[src/rtl/hazard_unit_pkg.sv]
// Shared pipeline typedefs: register addresses, hazard FSM states and the
// hazard control bundle driven into the pipeline registers.
package hazard_unit_pkg;

    localparam int REG_ADDR_W          = 5;
    localparam int MEM_TIMEOUT_DEFAULT = 256;

    typedef logic [REG_ADDR_W-1:0] reg_addr_t;

    typedef enum logic [1:0] {
        ST_RUN  = 2'd0,
        ST_WAIT = 2'd1,
        ST_ERR  = 2'd2
    } hz_state_t;

    typedef struct packed {
        logic pc_stall;
        logic if_id_stall;
        logic id_ex_stall;
        logic ex_mem_stall;
        logic if_id_flush;
        logic id_ex_bubble;
        logic mem_wb_bubble;
    } hz_ctrl_t;

    localparam hz_ctrl_t CTRL_NONE     = 7'b0000_000;
    localparam hz_ctrl_t CTRL_FREEZE   = 7'b1111_001;
    localparam hz_ctrl_t CTRL_BRANCH   = 7'b0000_110;
    localparam hz_ctrl_t CTRL_LOAD_USE = 7'b1100_010;

endpackage

[src/rtl/hazard_unit_sat_counter.sv]
// Saturating up-counter used for the hazard performance counters; sticks at
// all-ones instead of wrapping.
module sat_counter #(
    parameter int CNT_W = 32
) (
    input  logic             clk,
    input  logic             resetn,
    input  logic             inc,
    output logic [CNT_W-1:0] count
);

    always_ff @(posedge clk) begin
        if (!resetn) begin
            count <= '0;
        end else if (inc && (count != '1)) begin
            count <= count + CNT_W'(1);
        end
    end

endmodule

[src/rtl/hazard_unit.sv]
// Pipeline hazard unit: memory-wait freeze with timeout, taken-branch flush and
// load-use stall, plus stall/flush performance counters.
module hazard_unit
    import hazard_unit_pkg::*;
#(
    parameter int MEM_TIMEOUT = MEM_TIMEOUT_DEFAULT,
    parameter int CNT_W       = 32
) (
    input  logic             clk,
    input  logic             resetn,
    input  logic [4:0]       id_rs1,
    input  logic [4:0]       id_rs2,
    input  logic             id_uses_rs1,
    input  logic             id_uses_rs2,
    input  logic [4:0]       ex_rd,
    input  logic             ex_memRead,
    input  logic             branch_taken,
    input  logic             mem_req,
    input  logic             mem_ready,
    output logic             pc_stall,
    output logic             if_id_stall,
    output logic             id_ex_stall,
    output logic             ex_mem_stall,
    output logic             if_id_flush,
    output logic             id_ex_bubble,
    output logic             mem_wb_bubble,
    output logic             mem_error,
    output logic [1:0]       state,
    output logic [CNT_W-1:0] stall_cycles,
    output logic [CNT_W-1:0] flush_count
);

    localparam int WAIT_W = $clog2(MEM_TIMEOUT + 1);
    localparam logic [WAIT_W-1:0] WAIT_LAST = WAIT_W'(MEM_TIMEOUT - 1);

    hz_state_t         fsm_state;
    logic [WAIT_W-1:0] wait_cnt;
    logic              mem_wait;
    logic              freeze;
    logic              load_use;
    hz_ctrl_t          ctrl;

    assign mem_wait = mem_req && !mem_ready;
    assign freeze   = mem_wait || (fsm_state == ST_ERR);

    assign load_use = ex_memRead && (ex_rd != 5'd0) &&
                      ((id_uses_rs1 && (id_rs1 == ex_rd)) ||
                       (id_uses_rs2 && (id_rs2 == ex_rd)));

    // A branch seen while frozen is dropped here; EX holds it, so it comes
    // back in the first unfrozen cycle.
    always_comb begin
        ctrl = CTRL_NONE;
        if (freeze) begin
            ctrl = CTRL_FREEZE;
        end else if (branch_taken) begin
            ctrl = CTRL_BRANCH;
        end else if (load_use) begin
            ctrl = CTRL_LOAD_USE;
        end
    end

    assign pc_stall      = ctrl.pc_stall;
    assign if_id_stall   = ctrl.if_id_stall;
    assign id_ex_stall   = ctrl.id_ex_stall;
    assign ex_mem_stall  = ctrl.ex_mem_stall;
    assign if_id_flush   = ctrl.if_id_flush;
    assign id_ex_bubble  = ctrl.id_ex_bubble;
    assign mem_wb_bubble = ctrl.mem_wb_bubble;

    always_ff @(posedge clk) begin
        if (!resetn) begin
            fsm_state <= ST_RUN;
            wait_cnt  <= '0;
            mem_error <= 1'b0;
        end else begin
            case (fsm_state)
                ST_RUN: begin
                    wait_cnt <= '0;
                    if (mem_wait) fsm_state <= ST_WAIT;
                end
                ST_WAIT: begin
                    if (!mem_wait) begin
                        fsm_state <= ST_RUN;
                        wait_cnt  <= '0;
                    end else if (wait_cnt == WAIT_LAST) begin
                        fsm_state <= ST_ERR;
                        mem_error <= 1'b1;
                    end else begin
                        wait_cnt <= wait_cnt + WAIT_W'(1);
                    end
                end
                ST_ERR: begin
                    mem_error <= 1'b1;
                end
                default: begin
                    fsm_state <= ST_RUN;
                    wait_cnt  <= '0;
                    mem_error <= 1'b0;
                end
            endcase
        end
    end

    assign state = fsm_state;

    sat_counter #(.CNT_W(CNT_W)) u_stall_cnt (
        .clk    (clk),
        .resetn (resetn),
        .inc    (pc_stall),
        .count  (stall_cycles)
    );

    sat_counter #(.CNT_W(CNT_W)) u_flush_cnt (
        .clk    (clk),
        .resetn (resetn),
        .inc    (if_id_flush),
        .count  (flush_count)
    );

endmodule

[config.mk]
export PLATFORM = sky130hd
export DESIGN_NAME = hazard_unit
export DESIGN_NICKNAME = d
export VERILOG_FILES = /design/src/rtl/hazard_unit_pkg.sv /design/src/rtl/hazard_unit_sat_counter.sv /design/src/rtl/hazard_unit.sv
export SDC_FILE = /design/constraint.sdc
export NUM_CORES = 1
export LEC_CHECK = 0
export ABC_AREA = 1
export BUFFER_PORTS_ARGS = -buffer_cell sky130_fd_sc_hd__buf_2
export CORE_ASPECT_RATIO = 1.2
export CORE_UTILIZATION = 50
export DETAILED_ROUTE_END_ITERATION = 6
export PLACE_DENSITY = 0.77
export SLEW_MARGIN = 0
export SYNTH_ARGS = -nofsm -noshare
export SYNTH_HDL_FRONTEND = slang
export SYNTH_SLANG_ARGS = --single-unit
[constraint.sdc]
create_clock -name clk -period 1.9 [get_ports clk]
set_input_delay 0 -clock clk [delete_from_list [all_inputs] [get_ports clk]]
set_output_delay 0 -clock clk [all_outputs]
set_load 0.01 [all_outputs]
# Yosys cells after proc, flatten, opt, wreduce, memory -nomap -nowiden
# Index checks and enable logic that the tools add are counted.
dict set report word_totals {
  ff_bits 76
  out_inout_bits 74
}
dict set report op_classes {
  n_eq_ne 12
  bitwise_logic 2
  mux 13
  addsub 3
  n_reduce_logical 15
}
# op n
set op_table {}
lappend op_table {{32-bit by 1-bit adder with 32-bit output (second input constant)} 2}
lappend op_table {{32-bit inequality test (second input constant)} 2}
lappend op_table {{7-bit two-way mux} 3}
lappend op_table {{9-bit two-way mux} 2}
lappend op_table {{9-bit case mux with 2 select lines} 1}
lappend op_table {{5-bit equality test} 2}
lappend op_table {{9-bit by 1-bit adder with 9-bit output (second input constant)} 1}
lappend op_table {{9-bit by 8-bit equality test with 1-bit output (second input constant)} 1}
lappend op_table {{1-bit logical AND} 7}
lappend op_table {{2-bit two-way mux} 3}
lappend op_table {{2-bit inequality test (second input constant)} 3}
lappend op_table {{3-bit inequality test (second input constant)} 2}
lappend op_table {{2-bit case mux with 3 select lines} 1}
lappend op_table {{3-bit AND reduction} 2}
lappend op_table {{5-bit nonzero test} 1}
lappend op_table {{1-bit case mux with 3 select lines} 1}
lappend op_table {{2-bit by 1-bit equality test with 1-bit output (second input constant)} 1}
lappend op_table {{2-bit equality test (second input constant)} 1}
lappend op_table {{2-bit zero test} 1}
lappend op_table {{1-bit logical OR} 2}
lappend op_table {{1-bit two-way mux} 2}
lappend op_table {{1-bit NOT} 2}
lappend op_table {{2-bit AND reduction} 1}
lappend op_table {{1-bit zero test} 1}

# Depth between registers and ports, before layout
# Gate-level depths: netlist (run 1).
dict set report logic_depth {
  depth_word 8
  depth_mapped 14
  depth_no_buf 14
}

# Cells and area by module
# From an unflattened synthesis (run 1), not the netlist that was laid out.
dict set report unflattened {
  hier_cells 810
  hier_area_um2 4795.8
}
# mod n_inst area_per_inst_um2 cells_each
set modules_own_cells {}
lappend modules_own_cells {sat_counter 2 1911.8 324}
lappend modules_own_cells {hazard_unit 1 972.2 162}

# Least setup slack after synthesis (run 1)
# Ideal clock, no wire load.
dict set report synth_path {
  path_kind {register to register}
  from {register wait_cnt[0]}
  to {register wait_cnt[6]}
  setup_time_ns 0.070
  path_stages_with_launch 15
  n_path_buf 0
  setup_slack_ns 0.106
  t_arrival_ns 1.724
  path_cell_list {dfxtp_1 ha_1 nand2_1 inv_1 nand3_1 nor2_1 ha_1 nand2_1 nand2_1 inv_1 nand2_1 nor2_1 inv_1 or2_2 a21oi_1}
}
dict set report synth_between {
  elab_chain_len 4
}
# element line_no
set synth_rtl {}
lappend synth_rtl {{start, declared} hazard_unit.sv:37} ;# logic [WAIT_W-1:0] wait_cnt;
lappend synth_rtl {{start signal, assigned} hazard_unit.sv:90} ;# wait_cnt <= wait_cnt + WAIT_W'(1);
lappend synth_rtl {{9-bit by 1-bit adder with 9-bit output} hazard_unit.sv:90}
lappend synth_rtl {{9-bit two-way mux} hazard_unit.sv:86} ;# end else if (wait_cnt == WAIT_LAST) begin
lappend synth_rtl {{9-bit two-way mux} hazard_unit.sv:83} ;# if (!mem_wait) begin
lappend synth_rtl {{9-bit case mux with 2 select lines} hazard_unit.sv:77} ;# case (fsm_state)
# Several ways; a longest one is shown, not always the timed one. The select of a mux whose other input is x is not followed.
# A chain may end at the register's enable or synchronous reset.

# Worst setup path after layout (run 1)
dict set report layout_path {
  from {register u_stall_cnt.count[1]}
  to {register u_stall_cnt.count[1]}
}
dict set report layout_between {
  elab_chain_len 2
}
# element line_no
set layout_rtl {}
lappend layout_rtl {{start, declared} hazard_unit_sat_counter.sv:9} ;# output logic [CNT_W-1:0] count
lappend layout_rtl {{start signal, assigned} hazard_unit_sat_counter.sv:16} ;# count <= count + CNT_W'(1);
lappend layout_rtl {{parallel branches: the longest is 2 deep, another holds 32-bit by 1-bit adder with 32-bit output} -}
# Parallel ways; which one is timed is not known.

==> qor.yml, run 1 <==
status: "finished, final reports clean"
drtPass1Iterations: 5
wl_per_cell_microns: 12.7
area_growth_pct: 28.2
clock_path_buffers: 2
finalCoreUtilization: 0.661
syn-instance-count: 778
setup_slack_ns: 0.0396
drc: 0
multiInputGateArea_sq_um: 2810
crit_required_ns: 2.16
antenna_found_initial: 0
postRouteAntennaNets: 0
min_period_ns: 1.86
syn_area_sq_um: 4680
gp_congestion: 0.955
layout.nets: 942
synthTopCellsByCount: "nand2_1 (222), nor2_1 (128), inv_1 (85), dfxtp_1 (76), nand3_1 (75)"
synth_ff_type: "dfxtp_1"
grt_pass1_vias: 4785
end_kind: "flip-flop"
dr.first_iter.drc_count: 219
yosysMostFrequentCell: "nand2_1"
htreeDepth: 3
top_usage_layer: "met2"
async_reset_ff_frac: 0
cp_max_fo: 8
grt_use_met3: 0.0429
finalCritPeriodShare: 0.979
rows: 38
grt-ovfl-total: 0
io_buffers: 96
cts.sinks: 76
pwr_density_cell_nw_per_um2: 567
clock.fmax_mhz: 538
grt_pass1_wl_mm: 20.5
yosysUniqueCellTypes: 31
synth_top_area_frac: 0.325
register_area_sq_um: 1530
stdcell_area_sq_um: 6010
syn-num-nets: 808
crit_type: "reg2reg"
clk_pin_slew_ns: 0.08
detail_route.wirelength_mm: 13.2
layout-drive-gt1-share: 0.224
relSlewSlack: 0.526
worst_pin_slew_ns: 0.710
vdd_drop_max_uv: 411
core-area_sq_um: 9080
grt_use_met1: 0.276
p_leak_nw: 2.74
synth-seq-cells: 76
pre_cts_ws_ns: -0.0358
die_h_microns: 108
grtUsageTotal: 0.258
cts-root-buf: "clkbuf_8"
num_antenna_cells: 0
yosys-top-cells-area: "dfxtp_1 (32%), nand2_1 (18%), nor2_1 (10%)"
initial_core_util: 0.516
hold_viol_final: 0
ios: 97
clock_latency_ns: 0.36
synth-seq-area-share: 0.325
vias_per_cell: 5.18
finalSetupViolations: 0
nFillCells: 833
cts_buffers: 9
placed_area_sq_um: 5500
avgSynthCellArea_sq_um: 6.02
r2r_setup_slack_ns: 0.04
maxSlewViolCount: 0
die_area_sq_um: 9760
synth-edff-count: 0
arrival_ns: 2.12
met2_usage: 0.497
ys_warn_count: 0
place_hpwl_mm: 9.33
vias: 5372
fin_skew_ns: 0.00555
hp-class: "in2reg"
yosys.area.top_type: "dfxtp_1"
fp.dieW_microns: 90.4
cap_violations: 0
critPathLaunchType: "flip-flop"
cts_tree: "done"
grt_max_degree: 67
-- path summary, 6_finish.rpt --
| check | to | from | cells after the start |
|---|---|---|---|
| setup / recovery | u_stall_cnt.count[1] | u_stall_cnt.count[1] | 9 |
| hold / removal | u_flush_cnt.count[8] | resetn | 3 |
| setup reg to reg | u_stall_cnt.count[1] | u_stall_cnt.count[1] | 9 |
| hold reg to reg | wait_cnt[5] | wait_cnt[5] | 2 |
-- cell type report --
| class | count | area share |
|---|---|---|
| repair buffers | 148 | 0.154 |
| inverters | 88 | 0.0571 |
| clock inverters | 4 | 0.0117 |
| flip-flops and latches | 76 | 0.255 |
| multi-input cells | 588 | 0.469 |
| clock buffers | 12 | 0.0275 |
| well taps | 120 | 0.0250 |
| repair inverters | 1 | 0.00146 |
-- kinds of logic after synthesis --
group / after synthesis / synth area share
flip-flops: 76 / 0.325
buffers and inverters: 115 / 0.101
XOR/XNOR: 18 / 0.0337
AND/OR/NAND/NOR: 474 / 0.428
adder cells (fa/ha/maj): 7 / 0.0187
AO/OA/AOI/OAI: 88 / 0.0940
-- cells in the final DEF, fill, tap and decap left out, types with 4 or more instances in the layout --
cell type / n
nand2_2: 6
buf_4: 48
clkbuf_8: 12
ha_1: 4
dfxtp_2: 6
nand4_1: 12
nor2_1: 126
o21ai_0: 14
xnor2_1: 8
nor2_2: 4
a21oi_1: 70
nand3_1: 74
nor2_4: 5
nor3_1: 16
inv_1: 83
buf_2: 96
nand2_1: 216
dfxtp_1: 70
xor2_1: 10
-- stage by stage --
stage / instances / total power, mW / TNS, ns / hold WS (ns)
floorplan: 778 / 1.85 / 0 / 0.137
global placement: 1009 / 1.93 / 0 / 0.404
detailed placement: 1009 / 1.94 / -0.0358 / 0.410
CTS: 1025 / 3.39 / 0 / 0.0406
global route: 1037 / 3.52 / -1.12 / 0.0603
finish: 1037 / 3.40 / 0 / 0.0592
-- worst max-delay path: stages (launching register included) --
cell     delay [ns]
dfxtp_1        0.39
ha_1           0.21
nand2_1        0.07
nor2_2         0.11
nand2_1        0.19
nor2_4         0.21
nand3_2        0.20
buf_4          0.20
a21oi_1        0.13
nor2_1         0.06
-- flip-flops by register name (all words and copies together) (netlist names) --
register,flops
mem_error,1
u_flush_cnt.count,32
wait_cnt,9
u_stall_cnt.count,32
state,2
-- power breakdown --
part           total, mW  switching, mW  leakage [nW]  internal [mW]
registers           1.62         0.0132         0.616           1.61
clock network       1.46          0.620         0.122          0.843
logic              0.320          0.200          2.00          0.120
-- routing by layer --
| layer | vias up | share of wire |
|---|---|---|
| met2 | 184 | 0.52 |
| li1 | 2743 | - |
| met3 | 33 | 0.046 |
| met5 | - | 0 |
| met1 | 2412 | 0.41 |
| met4 | 0 | 0.028 |
-- repair_timing --
action | in CTS | in global routing
buffers inserted | 0 | 9
setup endpoints to repair | 10 | 60
hold buffers | 0 | 0
cloned | 0 | 3
resized for setup | 4 | 37
pin swaps | 0 | 10
Power figures use the tool's default switching activity.
==> run 2: changes to the inputs <==
Settings changed: SYNTH_HIERARCHICAL from default to 1.
==> qor.yml, run 2 <==
htreeDepth: 3
synth_ff_type: "dfxtp_1"
syn-num-nets: 840
layout.nets: 958
top_usage_layer: "met2"
syn_area_sq_um: 4800
place_hpwl_mm: 9.60
io_buffers: 96
slowest_stage: "dfxtp_2"
wl_per_cell_microns: 12.3
max_stage_delay_ns: 0.34
grt_max_degree: 38
die_h_microns: 109
p_leak_nw: 2.73
grt_pass1_wl_mm: 21.3
min_period_ns: 1.81
layout_common_cells: "nand2_1 (233), nor2_1 (160), buf_2 (96)"
yosysUniqueCellTypes: 32
finalSetupViolations: 0
placed_area_sq_um: 5580
grt_pass1_vias: 4868
relSlewSlack: 0.711
vias_per_cell: 5.23
clock.fmax_mhz: 551
yosys.area.top_type: "dfxtp_1"
postRouteAntennaNets: 0
met2_usage: 0.483
hold_buffers: 0
yosys-top-cells-area: "dfxtp_1 (32%), nand2_1 (18%), nor2_1 (13%)"
grt-ovfl-total: 0
status: "finished, final reports clean"
num_antenna_cells: 0
arrival_ns: 2.11
stdcell_area_sq_um: 5910
die_area_sq_um: 9990
fp.dieW_microns: 91.4
startpoint: "state[0]"
clock_latency_ns: 0.36
crit_required_ns: 2.20
cts.sinks: 76
avgSynthCellArea_sq_um: 5.92
antenna_found_initial: 0
grt_use_met3: 0.0370
nFillCells: 888
synth-seq-area-share: 0.317
cap_violations: 0
grtUsageTotal: 0.264
synth-edff-count: 0
pre_cts_ws_ns: 0.0363
clk_pin_slew_ns: 0.08
ys_warn_count: 6
clock_path_buffers: 2
worst_pin_slew_ns: 0.433
syn-instance-count: 810
layout-drive-gt1-share: 0.218
cts_buffers: 9
r2r_start: "state[0]"
fin_skew_ns: 0.00883
grt_use_met1: 0.295
async_reset_ff_frac: 0
end_kind: "flip-flop"
rows: 38
finalCoreUtilization: 0.644
area_growth_pct: 23.2
layout_commonest_cell: "nand2_1"
power.total_mw: 3.24
critPathLaunchType: "flip-flop"
instances_no_fill: 1051
core-area_sq_um: 9180
dr.first_iter.drc_count: 205
path_cells: "inv_1 > ha_2 > nor2_4 > nand2_1 > inv_1 > buf_4 > nor2_1 > buf_4 > nand3_1 > nand2_1 > nand2_1 > nor2_1"
pwr_density_cell_nw_per_um2: 548
hp-start: "resetn"
hp-class: "in2reg"
synthTopCellsByCount: "nand2_1 (235), nor2_1 (169), inv_1 (87), dfxtp_1 (76), nand3_1 (71)"
vdd_drop_max_uv: 362
cp_common_cell: "nand2_1"
hold_viol_final: 0
largestRegisters: "u_flush_cnt/count (32), u_stall_cnt/count (32), wait_cnt (9)"
yosysMostFrequentCell: "nand2_1"
crit_type: "reg2reg"
dp_cells: 1034
cp_max_fo: 5
vias: 5493
drc: 0
detail_route.wirelength_mm: 12.9
drtPass1Iterations: 7
ios: 97
synth-seq-cells: 76
cts-root-buf: "clkbuf_8"
register_area_sq_um: 1530
initial_core_util: 0.523
maxSlewViolCount: 0
synth_top_area_frac: 0.317
cts_tree: "done"
gp_congestion: 0.949
setup_tns_ns: 0
multiInputGateArea_sq_um: 2890
hold_ws_ns: 0.0714
rsz0062_at_grt: "yes"
finalCritPeriodShare: 0.954
setup_slack_ns: 0.0865
[run 2: cell types whose count changed in the layout (fill, tap and decap cells not counted), sizes merged, moves of 10 or more]
cell,change
a21oi,-26
xor2,-10
nand2,+20
nand4,+18
buf,-19
nor2,+49
[run 2: final cells by class]
class,count,area share
Timing Repair Buffer,128,0.132
Sequential cell,76,0.259
Clock buffer,12,0.0246
Inverter,95,0.0608
Multi-Input combinational cell,618,0.489
Clock inverter,2,0.0102
Tap cell,120,0.0254
[run 2: repair_timing]
item                                    in CTS  in global routing
endpoints found under the setup margin       0                 61
buffers inserted                             0                  3
gates resized for setup                      0                 32
[run 2: critical path, delay by kind of cell, from the launching register on]
kind,cells,cell delay [ns]
AND/OR/NAND/NOR,7,0.66
buffers and inverters,4,0.54
flip-flops,1,0.34
adder cells (fa/ha/maj),1,0.21
[run 2: path summary, 6_finish.rpt]
kind / endpoint / slack (ns) / cells after the start
setup reg to reg: u_stall_cnt/count[10] / 0.09 / 12
hold reg to reg: mem_error / 0.45 / 2
setup / recovery: u_stall_cnt/count[10] / 0.09 / 12
hold / removal: u_stall_cnt/count[24] / 0.07 / 3
[run 2: logic make-up after synthesis]
group	synth area share
buffers and inverters	0.101
adder cells (fa/ha/maj)	0.0183
XOR/XNOR	0.00183
AND/OR/NAND/NOR	0.493
AO/OA/AOI/OAI	0.0684
flip-flops	0.317
[run 2: routing by layer]
layer / vias to the layer above / routed length, microns / part of all wire
met3: 39 / 613 / 0.047
met5: - / 0 / 0
met4: 0 / 438 / 0.034
met2: 167 / 6470 / 0.50
li1: 2811 / - / -
met1: 2476 / 5410 / 0.42
[run 2: where the power goes]
group          internal (mW)  switching [mW]
registers               1.60          0.0104
logic                  0.104           0.161
clock network          0.763           0.597
total                   2.47           0.768
==> run 3: changes to the inputs <==
Clock period 1.9 ns to 1.6 ns, I/O delays scaled along.
==> qor.yml, run 3 (synthesis results as in run 2) <==
grt-ovfl-total: 0
hp-class: "in2reg"
violations: "negative setup slack"
vdd_drop_max_uv: 728
setup_slack_ns: -0.201
crit_required_ns: 1.87
fin_skew_ns: 0.0110
grt_max_degree: 47
drc: 0
wl_per_cell_microns: 15.0
cts_tree: "done"
path_cells: "inv_2 > ha_4 > nor2_4 > inv_4 > nor2_4 > inv_4 > nor2_4 > nand2_4 > nor2_4 > nand4_1 > nand2_1 > nor2_1"
clock.fmax_mhz: 555
cts-root-buf: "clkbuf_8"
hold_buffers: 0
p_leak_nw: 3.49
relSlewSlack: 0.728
dr.first_iter.drc_count: 490
drtPass1Iterations: 5
setup_tns_ns: -5.05
area_growth_pct: 56.1
vias_per_cell: 5.53
cp_max_fo: 6
maxSlewViolCount: 0
slowest_stage: "dfxtp_2"
status: "complete, but fails checks"
power.total_mw: 4.02
arrival_ns: 2.07
grtUsageTotal: 0.294
grt_pass1_vias: 5187
rows: 38
detail_route.wirelength_mm: 17.3
hp-start: "resetn"
grt_pass1_wl_mm: 23.3
largestRegisters: "u_flush_cnt/count (32), u_stall_cnt/count (32), wait_cnt (9)"
cts.sinks: 76
die_h_microns: 109
worst_pin_slew_ns: 0.409
pwr_density_cell_nw_per_um2: 537
min_period_ns: 1.80
gp_congestion: 0.915
postRouteAntennaNets: 0
layout-drive-gt1-share: 0.412
antenna_found_initial: 0
r2r_setup_slack_ns: -0.20
io_buffers: 96
nFillCells: 588
core-area_sq_um: 9180
critPathTopFamily: "simple AND/OR/NAND/NOR gates"
multiInputGateArea_sq_um: 3470
cap_violations: 0
layout_commonest_cell: "nand2_1"
register_area_sq_um: 1550
layout_common_cells: "nand2_1 (210), nor2_1 (137), buf_4 (104)"
clock_path_buffers: 2
startpoint: "state[0]"
place_hpwl_mm: 10.0
hold_viol_final: 0
hold_ws_ns: 0.0582
finalCritPeriodShare: 1.13
htreeDepth: 3
clk_pin_slew_ns: 0.09
crit_type: "reg2reg"
cp_common_cell: "nor2_4"
fp.dieW_microns: 91.4
num_antenna_cells: 0
die_area_sq_um: 9990
finalSetupViolations: 59
max_stage_delay_ns: 0.33
initial_core_util: 0.523
rsz0062_at_grt: "yes"
vias: 6375
end_kind: "flip-flop"
layout.nets: 1058
r2r_start: "state[0]"
clock_latency_ns: 0.38
cts_buffers: 9
critPathLaunchType: "flip-flop"
path_buf_inv: 3
ios: 97
==> run 3: cell type report <==
type                            instances  share of cell area
Multi-Input combinational cell        618               0.464
Timing Repair Buffer                  228               0.231
Sequential cell                        76               0.207
Inverter                               95              0.0490
Tap cell                              120              0.0201
Clock buffer                           11              0.0189
Clock inverter                          5              0.0100
==> run 3: worst register-to-register path, delay by kind of cell (launching register included) <==
kind,cells,cell delay [ns]
adders and majority gates,1,0.16
and+or+nand+nor,8,1.03
DFF,1,0.33
buffers and inverters,3,0.19
==> run 3: per-layer routing <==
| layer | GRT usage | share of wire | vias to the layer above |
|---|---|---|---|
| met3 | 0.0363 | 0.068 | 87 |
| met4 | 0.125 | 0.053 | 0 |
| met2 | 0.529 | 0.51 | 352 |
| met1 | 0.352 | 0.37 | 2916 |
| li1 | - | - | 3020 |
| met5 | 0 | 0 | - |
==> run 3: through the flow <==
| stage | std cells | util | worst slack [ns] | cell area [sq um] |
|---|---|---|---|---|
| final | 1153 | 0.816 | -0.201 | 7490 |
| after global placement | 1105 | 0.673 | -0.130 | 6170 |
| after floorplan | 810 | - | -0.0841 | 4870 |
| after detailed placement | 1105 | 0.673 | -0.183 | 6170 |
| after CTS | 1134 | 0.728 | -0.0750 | 6680 |
| after global routing | 1153 | 0.816 | -0.264 | 7490 |
==> run 3: where the power goes <==
| part | internal [mW] | total, mW | switching (mW) | leakage [nW] |
|---|---|---|---|---|
| registers | 1.91 | 1.92 | 0.0107 | 0.625 |
| clock network | 0.914 | 1.69 | 0.772 | 0.113 |
| logic | 0.180 | 0.414 | 0.234 | 2.75 |
| total | 3.00 | 4.02 | 1.02 | 3.49 |
==> run 3: repair_timing <==
| item | in CTS | in global routing |
|---|---|---|
| pin swaps | 17 | 56 |
| gates resized for setup | 43 | 144 |
| gates cloned | 1 | 8 |
| setup buffers | 12 | 14 |
| endpoints found under the setup margin | 67 | 80 |
==> run 3: final timing paths <==
check	to	depth (start not counted)
worst min register to register	mem_error	2
worst max-delay path	u_flush_cnt/count[17]	12
worst max register to register	u_flush_cnt/count[17]	12
worst min-delay path	u_flush_cnt/count[24]	3
